===== src/rtl/keypad_scanner.sv =====
// 4x4 active-low matrix keypad scanner with full-scan debounce.
// Emits one is_pressed_next pulse per accepted press; releases are debounced too.
module keypad_scanner #(
    parameter int SCAN_DIV       = 2500,
    parameter int DEBOUNCE_SCANS = 100
) (
    input  logic       clock,
    input  logic       reset_n,
    input  logic [3:0] row,
    output logic [3:0] col,
    output logic [3:0] button,
    output logic       is_pressed_next,
    output logic       key_held
);

    localparam int DIV_W = (SCAN_DIV > 2) ? $clog2(SCAN_DIV) : 1;
    localparam int CNT_W = $clog2(DEBOUNCE_SCANS + 1);
    localparam logic [DIV_W-1:0] DIV_LAST = DIV_W'(SCAN_DIV - 1);
    localparam logic [CNT_W-1:0] CNT_MAX  = CNT_W'(DEBOUNCE_SCANS);
    localparam logic [CNT_W-1:0] CNT_ONE  = CNT_W'(1);
    localparam logic [CNT_W-1:0] CNT_ZERO = CNT_W'(0);

    typedef enum logic [2:0] {
        IDLE     = 3'd0,
        DEBOUNCE = 3'd1,
        ACCEPT   = 3'd2,
        HELD     = 3'd3,
        RELEASE  = 3'd4
    } state_t;

    logic [3:0]       row_meta_q, row_sync_q;
    logic [DIV_W-1:0] div_q, div_d;
    logic [1:0]       col_idx_q, col_idx_d;
    logic [3:0]       col_q, col_d;
    logic [15:0]      acc_q, acc_d;
    logic [15:0]      scan_bits_s;
    logic [4:0]       hits_s;
    logic [3:0]       hit_code_s;
    logic             sample_s, scan_end_s, scan_none_s, scan_single_s;

    state_t           state_q, state_d;
    logic [3:0]       cand_q, cand_d;
    logic [CNT_W-1:0] cnt_q, cnt_d, cnt_inc_s;

    logic [3:0]       button_q, button_d;
    logic             pulse_q, pulse_d;
    logic             held_q, held_d;

    // Two-flop synchroniser for the asynchronous row inputs.
    always_ff @(posedge clock or negedge reset_n) begin
        if (!reset_n) begin
            row_meta_q <= 4'b1111;
            row_sync_q <= 4'b1111;
        end else begin
            row_meta_q <= row;
            row_sync_q <= row_meta_q;
        end
    end

    // Column timing and per-column sampling into the scan image.
    always_comb begin
        sample_s   = (div_q == DIV_LAST);
        scan_end_s = sample_s && (col_idx_q == 2'd3);
        div_d      = sample_s ? {DIV_W{1'b0}} : (div_q + DIV_W'(1));
        col_idx_d  = sample_s ? (col_idx_q + 2'd1) : col_idx_q;
        col_d      = ~(4'b0001 << col_idx_d);
        scan_bits_s = acc_q;
        for (int r = 0; r < 4; r++) begin
            scan_bits_s[{2'(r), col_idx_q}] = ~row_sync_q[r];
        end
        acc_d = sample_s ? scan_bits_s : acc_q;
    end

    // Classify the completed scan image; bit index equals the key code {row, col}.
    always_comb begin
        hits_s     = 5'd0;
        hit_code_s = 4'd0;
        for (int i = 0; i < 16; i++) begin
            hits_s     = hits_s + {4'd0, scan_bits_s[i]};
            hit_code_s = hit_code_s | (scan_bits_s[i] ? 4'(i) : 4'd0);
        end
        scan_none_s   = (hits_s == 5'd0);
        scan_single_s = (hits_s == 5'd1);
    end

    // Scan timing registers.
    always_ff @(posedge clock or negedge reset_n) begin
        if (!reset_n) begin
            div_q     <= {DIV_W{1'b0}};
            col_idx_q <= 2'd0;
            col_q     <= 4'b1110;
            acc_q     <= 16'h0000;
        end else begin
            div_q     <= div_d;
            col_idx_q <= col_idx_d;
            col_q     <= col_d;
            acc_q     <= acc_d;
        end
    end

    // FSM state register.
    always_ff @(posedge clock or negedge reset_n) begin
        if (!reset_n) begin
            state_q <= IDLE;
            cand_q  <= 4'd0;
            cnt_q   <= CNT_ZERO;
        end else begin
            state_q <= state_d;
            cand_q  <= cand_d;
            cnt_q   <= cnt_d;
        end
    end

    // FSM next-state logic; only ACCEPT advances outside a scan end.
    always_comb begin
        state_d   = state_q;
        cand_d    = cand_q;
        cnt_d     = cnt_q;
        cnt_inc_s = (cnt_q >= CNT_MAX) ? cnt_q : (cnt_q + CNT_ONE);
        case (state_q)
            IDLE: begin
                if (scan_end_s && scan_single_s) begin
                    cand_d  = hit_code_s;
                    cnt_d   = CNT_ONE;
                    state_d = (DEBOUNCE_SCANS == 1) ? ACCEPT : DEBOUNCE;
                end else begin
                    state_d = IDLE;
                end
            end
            DEBOUNCE: begin
                if (!scan_end_s) begin
                    state_d = DEBOUNCE;
                end else if (scan_single_s && (hit_code_s == cand_q)) begin
                    cnt_d   = cnt_inc_s;
                    state_d = (cnt_inc_s == CNT_MAX) ? ACCEPT : DEBOUNCE;
                end else begin
                    cnt_d   = CNT_ZERO;
                    state_d = IDLE;
                end
            end
            ACCEPT: begin
                state_d = HELD;
            end
            HELD: begin
                if (scan_end_s && scan_none_s) begin
                    cnt_d   = CNT_ONE;
                    state_d = (DEBOUNCE_SCANS == 1) ? IDLE : RELEASE;
                end else begin
                    state_d = HELD;
                end
            end
            RELEASE: begin
                if (!scan_end_s) begin
                    state_d = RELEASE;
                end else if (scan_none_s) begin
                    cnt_d   = cnt_inc_s;
                    state_d = (cnt_inc_s == CNT_MAX) ? IDLE : RELEASE;
                end else begin
                    cnt_d   = CNT_ZERO;
                    state_d = HELD;
                end
            end
            default: begin
                cnt_d   = CNT_ZERO;
                state_d = IDLE;
            end
        endcase
    end

    // Output next values, derived from the transition being taken.
    always_comb begin
        button_d = button_q;
        pulse_d  = 1'b0;
        held_d   = held_q;
        if (state_d == ACCEPT) begin
            button_d = cand_d;
            pulse_d  = 1'b1;
            held_d   = 1'b1;
        end else if ((state_d == IDLE) && ((state_q == HELD) || (state_q == RELEASE))) begin
            held_d = 1'b0;
        end else begin
            held_d = held_q;
        end
    end

    // Output registers.
    always_ff @(posedge clock or negedge reset_n) begin
        if (!reset_n) begin
            button_q <= 4'd0;
            pulse_q  <= 1'b0;
            held_q   <= 1'b0;
        end else begin
            button_q <= button_d;
            pulse_q  <= pulse_d;
            held_q   <= held_d;
        end
    end

    assign col             = col_q;
    assign button          = button_q;
    assign is_pressed_next = pulse_q;
    assign key_held        = held_q;

endmodule


===== config.mk =====
export PLATFORM = sky130hd
export DESIGN_NAME = keypad_scanner
export DESIGN_NICKNAME = d
export VERILOG_FILES = /design/src/rtl/keypad_scanner.sv
export SDC_FILE = /design/constraint.sdc
export NUM_CORES = 1
export LEC_CHECK = 0
export BUFFER_PORTS_ARGS = -buffer_cell sky130_fd_sc_hd__buf_2
export CORE_ASPECT_RATIO = 1.1
export CORE_MARGIN = 5
export CORE_UTILIZATION = 50
export DETAILED_ROUTE_END_ITERATION = 6
export PLACE_DENSITY = 0.67
export SLEW_MARGIN = 20
export SYNTH_ARGS = -nofsm -noshare
export SYNTH_HDL_FRONTEND = slang
export SYNTH_SLANG_ARGS = --single-unit

===== constraint.sdc =====
create_clock -name clock -period 17.99 [get_ports clock]
set_clock_uncertainty 0.2 [all_clocks]
set_input_delay 2.6985 -clock clock [delete_from_list [all_inputs] [get_ports clock]]
set_output_delay 2.6985 -clock clock [all_outputs]
set_load 0.03 [all_outputs]

==> summary.md <==
| Metric | Value |
|---|---|
| Run status | finished clean |
| Post-Route Utilization | 56.5% |
| Layout cell share with drive strength beyond 1 | between 10% and 20% |
| Remaining global-route overflow | 0 |
| Crit path setup slack, layout | 11.71 ns |
| Startpoint of the most critical hold path | row_meta_q[1] |
| Post-CTS Hold Fix Bufs | 0 |
| Routed Antenna Nets | 0 |
| Worst R2R Setup Slack | 11.71 ns |
| Worst slack at placement | around 12 ns |
| FF-to-FF path depth | 16 |
| Post-synthesis cell type count | 57 |
| Final clock period utilization by the worst path | a little over a third |
| Slew of the pin with the lowest slew margin | 0.894 ns |
| Die Outline Area | 9040 sq um |
| Endpoints failing hold | 0 |
| Endpoint class of the critical path | flip-flop |
| Most common cell on crit path | sky130_fd_sc_hd__fa_1 |
| Crit path cell chain | ha_1 -> inv_1 -> nor2_1 -> a21oi_1 -> fa_1 -> fa_1 -> fa_1 -> inv_1 -> fa_1 -> ha_1 -> fa_1 -> nor4b_1 -> a211oi_1 -> or3_1 -> a211oi_2 -> o21ba_1 |
| Total power per unit cell area | about 73 nW/um^2 |
| Width of the die | 91.1 microns |
| Detailed Route WL | 7410 microns |
| Length of routed met3 wiring | 326 microns |
| Max transition margin | 39.9% |
| Sort of element at the start of the critical path | flip-flop |
| Placeable core region | 7050 sq um |
| Proportion of synthesized area in mux cells | roughly 3.5% |
| Final-report setup violation count | 0 |
| Clock slew at reported path FFs | 0.07 ns |
| Detailed-route vias per instance | 5.89 |
| Cell depth of the worst min-delay path | 0 |
| Worst endpoint data arrival time | 6.32 ns |
| Area growth from synthesis to layout | 10.0% |
| Root Buffer | sky130_fd_sc_hd__clkbuf_8 |
| Warnings, synthesis | 0 |
| Starting Density | 51.4% |
| Count of inserted antenna diode cells | 0 |
| Xor/xnor cell area share of the yosys netlist | 2.42% |
| Uppermost signal routing layer after detailed routing | met4 |
| 1st-iter DRT viols | approximately 160 |
| Number of enable flip-flop cells after synthesis | 0 |
| Detailed-route wire length per cell | 15.7 microns |
| Required time at the endpoint of the critical path | 18.03 ns |
| Number of H-tree levels | 3 |
| Sum Neg Setup Slack | 0 ns |
| Post-Syn Instances | 367 |
| Async SR Flop Fraction | 100% |
| Hold worst-path end | row_sync_q[1] |
| HP Class | reg -> reg |
| Global-route wire length before repair | ~13000 microns |
| Initial antenna violation count | 0 |
| Number of detailed-route iterations in the first pass | 5 |
| Achievable clock frequency | 0.159 GHz |
| Worst reg2reg path startpoint | col_idx_q[0] |
| Quantity of gates resized following cts | 0 |
| Clock Latency Late Sink | 0.34 ns |
| Pin count of the biggest net entering global routing | 63 |
| Routability cong. | slightly below 0.9 |
| TritonCTS clock tree | yes |
| Critical path start-end classification | reg -> reg |
| Count of pins over their slew limit | 0 |
| Synthesized area per cell | just under 10 sq um |
| Metal1 wirelength | 3440 microns |
| Maximum ir drop on the vdd rail | 0.0000476 V |
| Number of vias in the routed layout | 2773 |
| Count of boundary I/O pins | 16 |
| Cell area after synthesis | 3620 sq um |
| Buffers inserted by post-CTS timing repair | 0 |
| Clock period minus final worst setup slack | 6.28 ns |
| Largest stage delay, worst path | 0.57 ns |
| Unrepaired setup endpoints after global routing | false |
| Worst-path cell with the longest stage delay | sky130_fd_sc_hd__nor4b_1 |
| Net count after synthesis | slightly below 400 |
| Highest fanout seen on the critical path | 12 |
| Sequential fraction of the synthesis area | between 40% and 50% |
| Num CTS Buffers | 9 |
| Post-synth top flop | sky130_fd_sc_hd__dfrtp_1 |
| Amount of wire on met2 after detailed routing | 3470 microns |
| Leakage | 1.80 nW |
| Post-synthesis share of cell area spent on full adders, half adders and majority gates | 9.68% |
| Die height | 99.2 microns |
| CTS sink cnt | 62 |
| DRC viols | 0 |
| Flops & latches, synth | 62 |
| Main combinational cell family by area after synthesis | simple AND/OR/NAND/NOR gates |
| Overall fraction of global-route tracks in use | around 18% |
| Post-synthesis compound-gate area fraction | 14.7% |
| Number of nets in the finished design | 409 |
| Post-DP HPWL | ~5400 microns |
| Placement Rows | 32 |
| Port Buffers | 15 |
| Synth Area in Simple Gates | 22.4% |
| Count of maximum capacitance violations | 0 |
| Number of buffers on the longest clock path | 2 |
| Via count of the first global-routing pass | 2636 |
| Destination of the worst register-to-register timing path | cnt_q[1] |
## cell families (layout without fill, tap and decap cells)
group / count (synthesis) / after routing
AOI/OAI and AO/OA: 79 / 79
xor gates and xnor gates: 10 / 10
adders and majority gates: 22 / 22
buffers and inverters: 38 / 57
DFF: 62 / 62
muxes: 12 / 12
and+or+nand+nor: 144 / 144
## worst max path at each step
| stage | slack, ns | endpoint | cells past startpoint | startpoint |
|---|---|---|---|---|
| 6_report | 11.71 | cnt_q[1] | 16 | col_idx_q[0] |
| 5_1_grt | 11.24 | cnt_q[1] | 15 | col_idx_q[1] |
| 4_1_cts | 11.71 | cnt_q[1] | 16 | col_idx_q[0] |
| 3_5_place_dp | 11.73 | cnt_q[1] | 16 | col_idx_q[0] |
| 3_3_place_gp | 11.92 | cnt_q[1] | 15 | col_idx_q[1] |
| 2_1_floorplan | 12.26 | cnt_q[1] | 17 | col_idx_q[1] |
## worst max-delay path, delay by kind of cell (launching register included)
kind                       cells  cell delay [ns]
AOI/OAI and AO/OA              4             1.11
adders and majority gates      7             2.98
buffers and inverters          2             0.34
DFF                            1             0.43
and+or+nand+nor                3             1.13
## registers in the layout, indices dropped and copies added, names as in the netlist
register         flops
acc_q               16
button               4
cand_q               4
cnt_q                7
col                  4
col_idx_q            2
div_q               12
is_pressed_next      1
key_held             1
row_meta_q           4
row_sync_q           4
state_q              3
## metal layers
metal  vias up  track usage (%)
li1       1334                -
met1      1342             24.5
met4         0             7.11
met5         -                0
met2        78             27.0
met3        19             4.46
## synthesized netlist by cell type, drive strengths merged (11+ instances only)
cell | number | area (sq um)
nand2b | 13 | 81.3
clkbuf | 11 | 41.3
ha | 12 | 150
a21oi | 16 | 80.1
dfstp | 11 | 289
o21ai | 24 | 120
nand2 | 37 | 139
dfrtp | 51 | 1280
nor2 | 16 | 60.1
nand3 | 11 | 55.1
inv | 24 | 90.1
## power by group
group	internal (mW)	switching, mW
Clock	0.0812	0.0555
Sequential	0.141	0.000929
Combinational	0.00447	0.00800
Total	0.227	0.0645
## area by class of cell
cell class	instances	area (sq um)
fill	620	3060
multi-input combinational	267	1910
sequential	62	1570
clock buffer	10	138
tap	85	106
timing repair buffer	17	90.1
inverter	24	90.1
clock inverter	6	85.1
## stage by stage
stage	total power, mW	instances	hold slack, ns	cell area, sq um
2_1_floorplan	0.152	367	0.145	3620
3_3_place_gp	0.157	455	0.146	3760
3_5_place_dp	0.157	455	0.147	3760
4_1_cts	0.295	471	0.158	3980
5_1_grt	0.306	471	0.160	3980
6_report	0.291	471	0.156	3980
## cell usage in the layout, fill, tap and decap left out, types with 7 or more instances in the layout
master / netlist / final
sky130_fd_sc_hd__nor2_1: 16 / 16
sky130_fd_sc_hd__nand2_1: 37 / 37
sky130_fd_sc_hd__inv_1: 24 / 24
sky130_fd_sc_hd__a21oi_1: 16 / 16
sky130_fd_sc_hd__nor3_1: 10 / 10
sky130_fd_sc_hd__fa_1: 10 / 10
sky130_fd_sc_hd__buf_2: 3 / 15
sky130_fd_sc_hd__ha_1: 12 / 12
sky130_fd_sc_hd__nand2b_1: 13 / 13
sky130_fd_sc_hd__clkbuf_8: 0 / 10
sky130_fd_sc_hd__dfrtp_1: 51 / 51
sky130_fd_sc_hd__nand3_1: 11 / 11
sky130_fd_sc_hd__o21ai_0: 24 / 24
sky130_fd_sc_hd__and3_1: 8 / 8
sky130_fd_sc_hd__and2_1: 7 / 7
sky130_fd_sc_hd__xnor2_1: 8 / 8
sky130_fd_sc_hd__dfstp_2: 11 / 11
Note: power is estimated with default switching activity, not from simulation.
